`src/rtl/apb_master_ctrl.sv`:
```
// apb_master_ctrl: APB master sequencer with 3-slave address decode, bounded Pready wait
// and a single-cycle response strobe. Rev 1.0
`default_nettype none

module apb_master_ctrl #(
  parameter int unsigned TIMEOUT = 16
) (
  input  logic        Hclk,
  input  logic        Hreset,
  input  logic        req_valid,
  output logic        req_ready,
  input  logic        req_write,
  input  logic [31:0] req_addr,
  input  logic [31:0] req_wdata,
  output logic        rsp_valid,
  output logic [31:0] rsp_rdata,
  output logic        rsp_err,
  output logic        busy,
  output logic [2:0]  Pselx,
  output logic        Penable,
  output logic        Pwrite,
  output logic [31:0] Paddr,
  output logic [31:0] Pwdata,
  input  logic [31:0] Prdata,
  input  logic        Pready,
  input  logic        Pslverr
);

  typedef enum logic [1:0] {
    IDLE   = 2'd0,
    SETUP  = 2'd1,
    ACCESS = 2'd2,
    DERR   = 2'd3
  } state_t;

  localparam logic [7:0] c_LAST_WAIT = 8'(TIMEOUT - 1);

  state_t      r_state;
  logic [7:0]  r_cnt;
  logic [2:0]  r_pselx;
  logic        r_penable;
  logic        r_pwrite;
  logic [31:0] r_paddr;
  logic [31:0] r_pwdata;
  logic        r_rsp_valid;
  logic        r_rsp_err;
  logic [31:0] r_rsp_rdata;
  logic        r_busy;

  logic [2:0]  w_sel;
  logic        w_timeout_hit;
  logic        w_done;
  logic        w_accept;

  // Each slave owns a 64 MB window starting at 0x8000_0000.
  always_comb begin
    w_sel = 3'b000;
    case (req_addr[31:26])
      6'b100000: w_sel = 3'b001;
      6'b100001: w_sel = 3'b010;
      6'b100010: w_sel = 3'b100;
      default:   w_sel = 3'b000;
    endcase
  end

  assign w_timeout_hit = (r_state == ACCESS) && !Pready && (r_cnt == c_LAST_WAIT);
  assign w_done        = (r_state == ACCESS) && (Pready || w_timeout_hit);
  assign req_ready     = !Hreset && ((r_state == IDLE) || w_done);
  assign w_accept      = req_valid && req_ready;

  always_ff @(posedge Hclk) begin
    if (Hreset) begin
      r_state     <= IDLE;
      r_cnt       <= 8'd0;
      r_pselx     <= 3'b000;
      r_penable   <= 1'b0;
      r_pwrite    <= 1'b0;
      r_paddr     <= 32'd0;
      r_pwdata    <= 32'd0;
      r_rsp_valid <= 1'b0;
      r_rsp_err   <= 1'b0;
      r_rsp_rdata <= 32'd0;
      r_busy      <= 1'b0;
    end else begin
      r_rsp_valid <= 1'b0;
      r_rsp_err   <= 1'b0;
      r_rsp_rdata <= 32'd0;
      case (r_state)
        SETUP: begin
          r_penable <= 1'b1;
          r_state   <= ACCESS;
        end
        ACCESS: begin
          if (w_done) begin
            r_rsp_valid <= 1'b1;
            r_rsp_err   <= w_timeout_hit ? 1'b1 : Pslverr;
            r_rsp_rdata <= (Pready && !r_pwrite && !Pslverr) ? Prdata : 32'd0;
          end else begin
            r_cnt <= r_cnt + 8'd1;
          end
        end
        DERR: begin
          r_rsp_valid <= 1'b1;
          r_rsp_err   <= 1'b1;
          r_state     <= IDLE;
          r_busy      <= 1'b0;
        end
        default: ;
      endcase

      // Leaving ACCESS and idling share the accept path so back-to-back needs no bubble.
      if ((r_state == IDLE) || w_done) begin
        r_penable <= 1'b0;
        if (w_accept && (w_sel != 3'b000)) begin
          r_pselx  <= w_sel;
          r_pwrite <= req_write;
          r_paddr  <= req_addr;
          r_pwdata <= req_wdata;
          r_cnt    <= 8'd0;
          r_state  <= SETUP;
          r_busy   <= 1'b1;
        end else if (w_accept) begin
          r_pselx <= 3'b000;
          r_state <= DERR;
          r_busy  <= 1'b1;
        end else begin
          r_pselx <= 3'b000;
          r_state <= IDLE;
          r_busy  <= 1'b0;
        end
      end
    end
  end

  assign Pselx     = r_pselx;
  assign Penable   = r_penable;
  assign Pwrite    = r_pwrite;
  assign Paddr     = r_paddr;
  assign Pwdata    = r_pwdata;
  assign rsp_valid = r_rsp_valid;
  assign rsp_err   = r_rsp_err;
  assign rsp_rdata = r_rsp_rdata;
  assign busy      = r_busy;

endmodule

`default_nettype wire

```
`config.mk`:
```
export PLATFORM = sky130hd
export DESIGN_NAME = apb_master_ctrl
export DESIGN_NICKNAME = d
export VERILOG_FILES = /design/src/rtl/apb_master_ctrl.sv
export SDC_FILE = /design/constraint.sdc
export NUM_CORES = 1
export LEC_CHECK = 0
export BUFFER_PORTS_ARGS = -buffer_cell sky130_fd_sc_hd__buf_4
export CAP_MARGIN = 30
export CELL_PAD_IN_SITES_DETAIL_PLACEMENT = 1
export CELL_PAD_IN_SITES_GLOBAL_PLACEMENT = 1
export CORE_MARGIN = 2
export CORE_UTILIZATION = 32
export DETAILED_ROUTE_END_ITERATION = 8
export PLACE_DENSITY_LB_ADDON = 0.12
export SKIP_CTS_REPAIR_TIMING = 1
export SYNTH_ARGS = -nofsm -noshare
export SYNTH_HDL_FRONTEND = slang
export SYNTH_SLANG_ARGS = --single-unit
```
`constraint.sdc`:
```
create_clock -name Hclk -period 2.25 [get_ports Hclk]
set_input_delay 0.225 -clock Hclk [delete_from_list [all_inputs] [get_ports Hclk]]
set_output_delay 0.225 -clock Hclk [all_outputs]
set_load 0.01 [all_outputs]
```
# Word-level counts from Yosys, hierarchy flattened
# Index checks and enable logic that the tools add are counted.
# word_totals
ff_bits	114
input_bits	102
output_inout_bits	105
wordCells	62
# op_classes
n_addsub	1
eq_ne	7
muxes	19
bitwise_logic	3
n_reduce_logical	21
# op_table
op	count
$mux W8	4
$eq A6 B6 Y1 const B	3
$pmux W3 S3	1
$add A8 B1 Y8 const B	1
$eq A8 B4 Y1 const B	1
$logic_and A1 B1 Y1	8
$mux W1	7
$mux W2	3
$reduce_bool A3 Y1	2
$eq A2 B2 Y1 const B	2
$logic_not A1 Y1	4
$pmux W1 S2	2
$pmux W2 S2	1
$reduce_or A4 Y1	1
$mux W3	1
$not A1 Y1	3
$eq A2 B1 Y1 const B	1
$logic_not A2 Y1	1
$logic_or A1 B1 Y1	2
$reduce_and A2 Y1	1
$reduce_bool A2 Y1	1
$reduce_or A2 Y1	1

# Longest topological paths before layout
# depth
ltp_word	11
mapped_depth	8
depth_no_buf	5

# Worst setup path after synthesis
# Ideal clock, no wire load.
# synth_timing
path_kind	flip-flop to output port
start	reg r_cnt[0]
end	out req_ready
arrival_time_ns	1.630
required_time_ns	2.025
setup_slack_ns	0.395
stages_incl_launch_ff	8
path_cell_list	dfxtp_1 ha_1 and3_1 clkbuf_1 a21boi_0 buf_2 clkbuf_1 nor3_1
# synth_via
elab_chain_cells	6
# synth_rtl
item	line	source
start: declaration	39	logic [7:0] r_cnt;
start signal: assignment	99	r_cnt <= r_cnt + 8'd1;
$eq A8 B4 Y1	66	assign w_timeout_hit = (r_state == ACCESS) && !Pready && (r_cnt == c_LAST_WAIT);
$logic_and A1 B1 Y1	66	
$logic_or A1 B1 Y1	67	assign w_done = (r_state == ACCESS) && (Pready || w_timeout_hit);
$logic_and A1 B1 Y1	67	
$logic_or A1 B1 Y1	68	assign req_ready = !Hreset && ((r_state == IDLE) || w_done);
$logic_and A1 B1 Y1	68	
end: declaration	11	output logic req_ready,
# Every way passes these cells.

# Worst setup path after layout
# Same ends and word-level chain as after synthesis.

==> metrics.md <==
| Metric | Value |
|---|---|
| CTS max path bufs | `2` |
| Ant. Diodes | `0` |
| Filler Cells Inserted | `~1500` |
| Total wire length | `~14000 microns` |
| Mapped Avg Cell Area | `between 9 and 10 sq um` |
| Max Cap Viol | `0` |
| GRT overflow | `0` |
| Row Count | `between 40 and 50` |
| Clock Skew | `between 8 and 9 ps` |
| Die height | `approximately 120 microns` |
| GPL Wtd Cong | `about 0.77` |
| Largest net degree at the start of global routing | `76` |
| Pre-CTS setup slack | `~120 ps` |
| Final Cell Area | `roughly 0.0064 sq mm` |
| FF+latch count, synth | `~110` |
| 1st-iter DRT viols | `160` |
| Maximum VDD drop | `just under 500 uV` |
| Worst path cell trace | `ha_1 -> and3_2 -> a21boi_4 -> buf_12 -> nor3_1 -> buf_4` |
| Final Max Slew Viols | `0` |
| Worst-Skew Late Latency | `roughly 410 ps` |
| Status | `finished, final reports clean` |
| Total Power | `around 5 mW` |
| Syn Nets | `roughly 550` |
| Die width | `117 microns` |
| Final worst slack | `about 100 ps` |
| Fmax | `roughly 0.47 GHz` |
| Fin Setup TNS | `0 ps` |
| Slowest-stage cell, CP | `dfxtp_1` |
| Tmin final | `2150 ps` |
| Finish-stage setup viols | `0` |
| Worst setup EP type | `primary output` |
| Post-route DRC | `0` |
| Final Non-Filler Cells | `between 800 and 900` |
| Pwr dens | `775 mW/mm^2` |
| Layout cell share with drive strength beyond 1 | `0.399` |
| Antenna violations before repair | `0` |
| Slew margin rel. | `0.455` |
| Worst R2R Setup Slack | `roughly 190 ps` |
| Routed vias | `~4000` |
| Placed cell area | `0.00583 sq mm` |
| Gr usage total | `0.194` |
| I/O pin count | `207` |
| Core ar. | `0.0125 sq mm` |
| DRT Pass-1 Iters | `4` |
| Most common cell after layout, fill and taps aside | `buf_4` |
| Worst Path Class, Setup | `register to primary output` |
| Most frequent cells in the layout | `216 x buf_4, 114 x dfxtp_1, 67 x a21oi_1` |
| Asr flop ratio synth | `0` |
| Data arrival, critical path | `1920 ps` |
| Synth Warn # | `0` |
| IO buf count | `just over 200` |
| Actual slew at the worst max-slew pin | `~820 ps` |
| Vias/cell | `roughly 4.8` |
| Hold Crit Class | `primary input to register` |
| Post-synthesis sequential area ratio | `0.562` |
| Crit path buf inv count | `2` |
| TritonCTS Buffers | `17` |
| CP startpoint kind | `register` |
| Sink Count | `between 100 and 150` |
| Total Nets Final | `around 750` |
| Initial Util | `0.324` |
| CTS tree | `done` |
| Pleak | `between 2 and 3 nW` |
| Ys flop type | `dfxtp_1` |
| DP Wirelength | `approximately 9300 microns` |
| Global-route wire length before repair | `20100 microns` |
| Root buffer cell | `clkbuf_16` |
| Die ar. | `0.0136 sq mm` |
| Drt wl/cell | `roughly 16 microns` |
| Crit-path max cell delay | `330 ps` |
| Worst-path clk slew | `50 ps` |
| Syn-to-layout area delta | `58.6%` |
| Worst Path Max Fanout | `30` |
| Critical path data required time | `between 2000 and 2500 ps` |
| H-tree depth | `4` |
| Fin. Hold Viols | `0` |
| Delay-heaviest family, CP | `buffers and inverters` |
| RSZ-0062 raised after global routing | `no` |
| Synthesized cell area | `around 0.0041 sq mm` |
| Vias in the first global route | `a little under 4000` |
| Routed Antenna Nets | `0` |
| Post-synth EDFFs | `0` |
| Final worst-path cycle share | `0.955` |
| Synth unique cells | `38` |
| Cells after synthesis | `about 440` |
| DP Cell Count | `~800` |
## layout make-up
type                    count  area, sq um  share of cell area
multi-input cells         288         1640               0.255
flip-flops and latches    114         2280               0.355
well taps                 172          215              0.0334
repair buffers            221         1710               0.266
clock buffers              21          470              0.0731
clock inverters            11          110              0.0171
inverters                   2         7.51             0.00117
## synth_stat cells (2+ instances only)
library cell	instances	area, sq um
dfxtp_1	114	2280
a21oi_1	67	335
nand3_1	64	320
o21ai_0	63	315
and2_1	36	225
clkbuf_1	29	109
buf_2	10	50.1
nor3_1	9	45.0
nand2_1	5	18.8
nand2b_1	4	25.0
nor2_1	4	15.0
a22o_1	3	26.3
nor4_1	3	18.8
xnor2_1	3	26.3
xor2_1	3	26.3
and3_1	2	12.5
inv_1	2	7.51
nand3b_1	2	15.0
nand4_1	2	12.5
## metal layers
layer  routed length, microns  global-route usage
met3                     1170              0.0758
met1                     5600               0.225
met4                      191              0.0831
met5                        0                   0
met2                     6550               0.319
## cells by family (layout without fill, tap and decap cells)
kind of cell / after synthesis / count (layout) / share of synthesized area
XOR/XNOR: 6 / 6 / 0.0129
AO/OA/AOI/OAI: 140 / 140 / 0.180
adder cells (fa/ha/maj): 1 / 1 / 0.00308
AND/OR/NAND/NOR: 140 / 140 / 0.196
flip-flops: 114 / 114 / 0.562
buffers and inverters: 42 / 255 / 0.0438
multiplexers: 1 / 1 / 0.00247
## state kept, by name (all words and copies together), names as in the netlist, 2 cells and up
register	count
rsp_rdata	32
r_cnt	8
Pselx	3
Pwdata	32
r_state	2
Paddr	32
## per-stage QoR
step	utilization	hold slack [ps]
final	0.514	12.6
after global routing	0.514	0.383
after CTS	0.512	-6.04
after detailed placement	0.466	430
after global placement	0.466	426
after floorplan	-	347
## final timing paths
kind,from,to,cells after the start
setup / recovery,r_cnt[0],req_ready,6
hold / removal,Prdata[24],rsp_rdata[24],2
setup reg to reg,r_cnt[5],Paddr[13],5
hold reg to reg,Paddr[31],Paddr[31],2
## report_power, final
part / switching (mW) / total (mW) / internal (mW)
registers: 0.0116 / 2.05 / 2.04
logic: 0.148 / 0.326 / 0.177
clock network: 0.907 / 2.61 / 1.70
(Power assumes the default switching activity.)
